`src/rtl/mem_port_arbiter.sv`:
```
// Shares one block-wide main-memory port between the icache (block reads) and dcache (block reads and write-backs).
// Define MEM_ARB_ROUND_ROBIN_EN to break simultaneous requests by last winner instead of fixed dcache priority.
module mem_port_arbiter #(
  parameter int ADDR_W  = 28,
  parameter int BLOCK_W = 128
) (
  input  logic               clock,
  input  logic               reset,
  input  logic               i_read,
  input  logic [ADDR_W-1:0]  i_address,
  output logic [BLOCK_W-1:0] i_readdata,
  output logic               i_busywait,
  input  logic               d_read,
  input  logic               d_write,
  input  logic [ADDR_W-1:0]  d_address,
  input  logic [BLOCK_W-1:0] d_writedata,
  output logic [BLOCK_W-1:0] d_readdata,
  output logic               d_busywait,
  output logic               mem_read,
  output logic               mem_write,
  output logic [ADDR_W-1:0]  mem_address,
  output logic [BLOCK_W-1:0] mem_writedata,
  input  logic [BLOCK_W-1:0] mem_readdata,
  input  logic               mem_busywait
);

  typedef enum logic [2:0] {
    IDLE    = 3'd0,
    GRANT_I = 3'd1,
    GRANT_D = 3'd2,
    DONE_I  = 3'd3,
    DONE_D  = 3'd4
  } state_t;

  state_t state_r;
  state_t state_s;
  logic   d_req_s;
  logic   pick_d_s;

  assign d_req_s = d_read | d_write;

`ifdef MEM_ARB_ROUND_ROBIN_EN
  logic last_d_r;

  // Remembers whether the most recent grant went to the dcache; resets to icache-last.
  always_ff @(posedge clock or posedge reset) begin
    if (reset) begin
      last_d_r <= 1'b0;
    end else if ((state_r == IDLE) && (d_req_s || i_read)) begin
      last_d_r <= pick_d_s;
    end else begin
      last_d_r <= last_d_r;
    end
  end

  assign pick_d_s = d_req_s & (~i_read | ~last_d_r);
`else
  assign pick_d_s = d_req_s;
`endif

  // Arbitration state register.
  always_ff @(posedge clock or posedge reset) begin
    if (reset) begin
      state_r <= IDLE;
    end else begin
      state_r <= state_s;
    end
  end

  // Next-state selection.
  always_comb begin
    state_s = state_r;
    case (state_r)
      IDLE: begin
        if (pick_d_s) begin
          state_s = GRANT_D;
        end else if (i_read) begin
          state_s = GRANT_I;
        end else begin
          state_s = IDLE;
        end
      end
      GRANT_I: begin
        if (!mem_busywait) begin
          state_s = DONE_I;
        end else begin
          state_s = GRANT_I;
        end
      end
      GRANT_D: begin
        if (!mem_busywait) begin
          state_s = DONE_D;
        end else begin
          state_s = GRANT_D;
        end
      end
      DONE_I:  state_s = IDLE;
      DONE_D:  state_s = IDLE;
      default: state_s = IDLE;
    endcase
  end

  // Memory-side request registers are loaded only at grant, so requesters cannot disturb an access in flight.
  // The strobe registers double as the latched direction; a dcache write wins over a simultaneous read.
  always_ff @(posedge clock or posedge reset) begin
    if (reset) begin
      mem_read      <= 1'b0;
      mem_write     <= 1'b0;
      mem_address   <= '0;
      mem_writedata <= '0;
      i_readdata    <= '0;
      d_readdata    <= '0;
    end else begin
      case (state_r)
        IDLE: begin
          if (pick_d_s) begin
            mem_address <= d_address;
            mem_read    <= ~d_write;
            mem_write   <= d_write;
            if (d_write) begin
              mem_writedata <= d_writedata;
            end
          end else if (i_read) begin
            mem_address <= i_address;
            mem_read    <= 1'b1;
            mem_write   <= 1'b0;
          end
        end
        GRANT_I: begin
          if (!mem_busywait) begin
            mem_read   <= 1'b0;
            i_readdata <= mem_readdata;
          end
        end
        GRANT_D: begin
          if (!mem_busywait) begin
            if (mem_read) begin
              d_readdata <= mem_readdata;
            end
            mem_read  <= 1'b0;
            mem_write <= 1'b0;
          end
        end
        default: begin
          mem_read  <= 1'b0;
          mem_write <= 1'b0;
        end
      endcase
    end
  end

  assign i_busywait = i_read  & (state_r != DONE_I);
  assign d_busywait = d_req_s & (state_r != DONE_D);

endmodule

```
`config.mk`:
```
export PLATFORM = sky130hd
export DESIGN_NAME = mem_port_arbiter
export DESIGN_NICKNAME = d
export VERILOG_FILES = /design/src/rtl/mem_port_arbiter.sv
export SDC_FILE = /design/constraint.sdc
export NUM_CORES = 1
export LEC_CHECK = 0
export ABC_AREA = 1
export CORE_AREA = 2 2 282 284
export DETAILED_ROUTE_END_ITERATION = 10
export DIE_AREA = 0 0 284 286
export GPL_ROUTABILITY_DRIVEN = 0
export PLACE_DENSITY = 0.46
export SYNTH_ARGS = -nofsm -noshare
export SYNTH_HDL_FRONTEND = slang
export SYNTH_SLANG_ARGS = --single-unit
```
`constraint.sdc`:
```
create_clock -name clock -period 15.25 [get_ports clock]
set_input_delay 3.05 -clock clock [delete_from_list [all_inputs] [get_ports clock]]
set_output_delay 3.05 -clock clock [all_outputs]
set_load 0.05 [all_outputs]
```
## Word-level counts from Yosys, hierarchy flattened

Cells that the tools add are included.

| storage, ports and cells | value |
|---|---|
| RAM bits | 0 |
| memory bits (read-only) | 0 |
| memories kept | 0 |
| input bits | 318 |
| logic and storage cells | 43 |
| bits in latches | 0 |
| register bits after elaboration | 417 |

| cells by class | value |
|---|---|
| mux-type cells | 14 |
| multipliers | 0 |
| bitwise gates (word level) | 6 |
| shift operators | 0 |
| equal/unequal tests | 7 |
| $lt $le $gt $ge | 0 |
| divide/modulo/power cells | 0 |
| reduce and logical (&&, ||, !) cells | 9 |
| add/sub/neg operators | 0 |

Operators by type and width:

| cell | number |
|---|---|
| 2-to-1 mux 28 bit | 2 |
| case mux 3 bit (3 select lines) | 1 |
| AND reduction 3 bit | 3 |
| 2-to-1 mux 1 bit | 6 |
| inequality test 3 bit (second input constant) | 2 |
| AND reduction 2 bit | 3 |
| 2-to-1 mux 2 bit | 2 |
| inequality test 2 bit (second input constant) | 2 |
| equality test 3 x 1 -> 1 bit (second input constant) | 1 |
| equality test 3 x 2 -> 1 bit (second input constant) | 1 |
| logical NOT 3 bit | 1 |
| 2-to-1 mux 3 bit | 1 |
| inequality test 3 x 2 -> 1 bit (second input constant) | 1 |
| inverter 1 bit | 3 |
| case mux 1 bit (3 select lines) | 1 |
| AND 1 bit | 2 |
| case mux 1 bit (2 select lines) | 1 |
| nonzero test 2 bit | 1 |
| OR reduction 2 bit | 1 |
| bitwise OR 1 bit | 1 |

## Depth between registers and ports, before layout

| logic depth | value |
|---|---|
| depth in word-level cells | 4 |
| gate-level depth with buffers | 8 |
| depth with buffers taken out | 7 |

## Worst setup path before layout

No wires, ideal clock.

| path | value |
|---|---|
| path type | input port to output port |
| start point | input d_write |
| end point | output d_busywait |
| path slack | 7.981 ns |
| arrival time | 4.219 ns |
| data required time | 12.200 ns |
| stages | 5 |
| path buffers | 1 |
| path through | inv_2 > nand2_1 > inv_1 > clkbuf_1 > a21oi_1 |

| between the ends | value |
|---|---|
| cells in the longest elaborated chain, start to end | 2 |

Ends and longest elaborated chain:

| what | RTL line | RTL |
|---|---|---|
| start: declaration | 14 | `input logic d_write,` |
| bitwise OR 1 bit | 40 | `assign d_req_s = d_read \| d_write;` |
| AND 1 bit | 153 | `assign d_busywait = d_req_s & (state_r != DONE_D);` |
| end: declaration | 18 | `output logic d_busywait,` |

No other way between the ends.

## Worst setup path after layout

Same ends and word-level chain as after synthesis.

==> flow_summary.ini <==
[logic_synthesis]
yosysSeqAreaShare_pct = 63.99
ys_seq_elements = 417
yosys_warnings = 0
synthCells = 1878
syn_area_per_cell_um2 = 8.683
syn-cell-area_um2 = 16310
synth_cell_types = 22
synth_fp_nets = 2196

[routing]
drt-total-wl_um = 68940
wl_per_cell_um = 18.83
final_antenna_net_count = 0
dr_total_vias = 15070
vias_per_cell = 4.116
drt-initial-drc-count = 842
drc_errors = 0
first_pass_iters = 5

[power]
totalPowerFinal_mw = 7.211
p_sw_mw = 3.628
ir_drop_v = 0.0001147
pwr-share-clk_pct = 17.8
p_comb_share_pct = 55.2
p_per_area_nw_per_um2 = 273.8
power.internal_mw = 3.583
power.share.sequential_pct = 27.0
total_leakage_power_nw = 12.73
switching_share_pct = 50.31

[global_routing]
grtUsageTotal_pct = 16.44
grt_max_degree = 112
grt_pass1_vias = 15271
antenna_found_initial = 6
globalRoute.totalOverflow = 0
grt_pass1_wl_um = 102200

[critical_path]
crit_type = input port to output port
cp_data_arrival_time_ns = 5.58
crit_path_end_kind = output port
critical_path.max_fanout = 31
worstPathRequired_ns = 12.20
start_kind = input port

[sta]
skew_ns = 0.02338
min_period_ns = 8.632
rsz0062_at_grt = false
setup_tns_ns = 0
hold_violations = 0
slew_headroom_pct = 26.29
finalCritPeriodShare_pct = 56.60
fmax_mhz = 115.8
tightest_slew_ns = 1.106
setup_viol = 0
slew_viol_final = 0

[die]
num_rows = 103
pin_count = 734
start_util_pct = 20.81
die_w_um = 284
die_height_um = 286
core_um2 = 78360
die_area_um2 = 81220

[final_layout]
finish.utilization_pct = 33.61
multiInputGateArea_um2 = 5276
regArea_um2 = 10440
layout-drive-gt1-share_pct = 4.331
area_delta_synth_final_pct = 61.51
final_nets = 2890
nFillCells = 8239
post-route-cell-area_um2 = 26340

[clock_tree]
cts-root-buf = clkbuf_16
clockBufferDepth = 3
cts.clk_slew.worst_paths_ns = 0.05
cts-htree-levels = 2
holdBufCountCts = 0
cts_buffers = 52
cts_tree = yes
cts.sinks = 417
insertion_delay_ns = 0.59
cts_setup_buffers = 0
cts_resized = 0

[status]
status = finished, final reports clean

[placed_design]
place_area_um2 = 24570
post-dp-hpwl_um = 48640
portBuffers = 733

[run]
maxCapViolCount = 0

[hold_path]
min_path_type = flip-flop to flip-flop
==> final timing paths <==
path                       slack (ns)  depth (start not counted)                  startpoint                              to
hold / removal                   0.47                          2  d_readdata[60]$_DFFE_PP0P_      d_readdata[60]$_DFFE_PP0P_
max in group asynchronous        9.84                          4                       reset     d_readdata[101]$_DFFE_PP0P_
setup / recovery                 6.62                          7                     d_write                      d_busywait
min in group asynchronous        3.01                          2                       reset  mem_writedata[122]$_DFFE_PP0P_
setup reg to reg                11.60                          8        state_r[1]$_DFF_PP0_   mem_writedata[62]$_DFFE_PP0P_
hold reg to reg                  0.47                          2  d_readdata[60]$_DFFE_PP0P_      d_readdata[60]$_DFFE_PP0P_
==> layout by cell type (no fill, tap or decap), types with 4 or more instances in the layout <==
cell type        Yosys  routed
buf_4                6      17
clkinv_2             0       8
inv_1               14      13
dfrtp_1            417     416
nand3_1            124     124
clkdlybuf4s50_1      0     733
o21ai_0             32      32
clkbuf_16            0      52
clkbuf_1            36      10
clkbuf_8             0       8
nand2_1           1152    1152
o21ai_1             10      10
bufinv_16            0       7
nor2_4               2       4
==> metal layers <==
metal | vias to the layer above | global-route usage (%) | wire length (um)
met2 | 535 | 28.93 | 34820
met1 | 7262 | 19.54 | 27330
met5 | - | 0 | 51
met4 | 8 | 3.737 | 1354
li1 | 7185 | - | -
met3 | 80 | 5.199 | 5387
==> cells by family (layout without fill, tap and decap cells) <==
family,after synthesis,after routing,share of synthesized area (%)
AOI/OAI and AO/OA,46,46,1.450
other,0,2,0
buffers and inverters,128,859,3.744
and+or+nand+nor,1287,1287,30.81
DFF,417,417,63.99
==> per-stage QoR <==
stage,instances,setup WS [ns],hold WS (ns)
floorplan,1878,0.5936,0.6028
global placement,3568,6.601,0.4521
CTS,3659,6.583,0.4712
finish,3661,6.618,0.4657
detailed placement,3568,6.577,0.4572
global route,3661,6.368,0.4845
==> Yosys cell counts, drive strengths merged <==
cell type | instances | share of area, %
nand3 | 125 | 3.9
o21ai | 42 | 1.3
inv | 18 | 0.41
a21oi | 1 | 0.031
nor2 | 7 | 0.31
nand4 | 1 | 0.038
o31ai | 1 | 0.046
o211ai | 1 | 0.046
dfrtp | 417 | 64
buf | 74 | 2.5
clkbuf | 36 | 0.83
nand2 | 1154 | 27
a31oi | 1 | 0.038
==> state kept, by name, indices dropped and copies added, names as in the netlist <==
signal         cells
d_readdata       128
i_readdata       128
mem_writedata    128
mem_address       28
state_r            3
mem_read           1
mem_write          1
==> worst max-delay path, stage by stage <==
cell and delay (ns):
clkdlybuf4s50_1 0.50, inv_2 0.07, nand2_1 0.07, buf_4 0.29, inv_1 0.44, a21oi_1 0.27, clkdlybuf4s50_1 0.88
==> power groups by stage <==
| stage | registers [mW] | logic [mW] | clock network [mW] |
|---|---|---|---|
| after floorplan | 3.73 | 0.691 | 0 |
| after global placement | 1.95 | 4.02 | 0 |
| after detailed placement | 1.96 | 4.03 | 0 |
| after CTS | 1.95 | 4.03 | 1.32 |
| after global routing | 2.02 | 4.19 | 1.37 |
| final | 1.95 | 3.98 | 1.28 |
==> final cells by class <==
| class | instances | share of cell area, % |
|---|---|---|
| antenna | 2 | 0.01900 |
| multi-input combinational | 1333 | 20.03 |
| inverter | 18 | 0.2993 |
| timing repair buffer | 750 | 28.34 |
| sequential | 417 | 39.64 |
| clock buffer | 70 | 5.501 |
| clock inverter | 21 | 1.178 |
| tap | 1050 | 4.988 |
No activity file was read; power rests on OpenSTA's default activity.
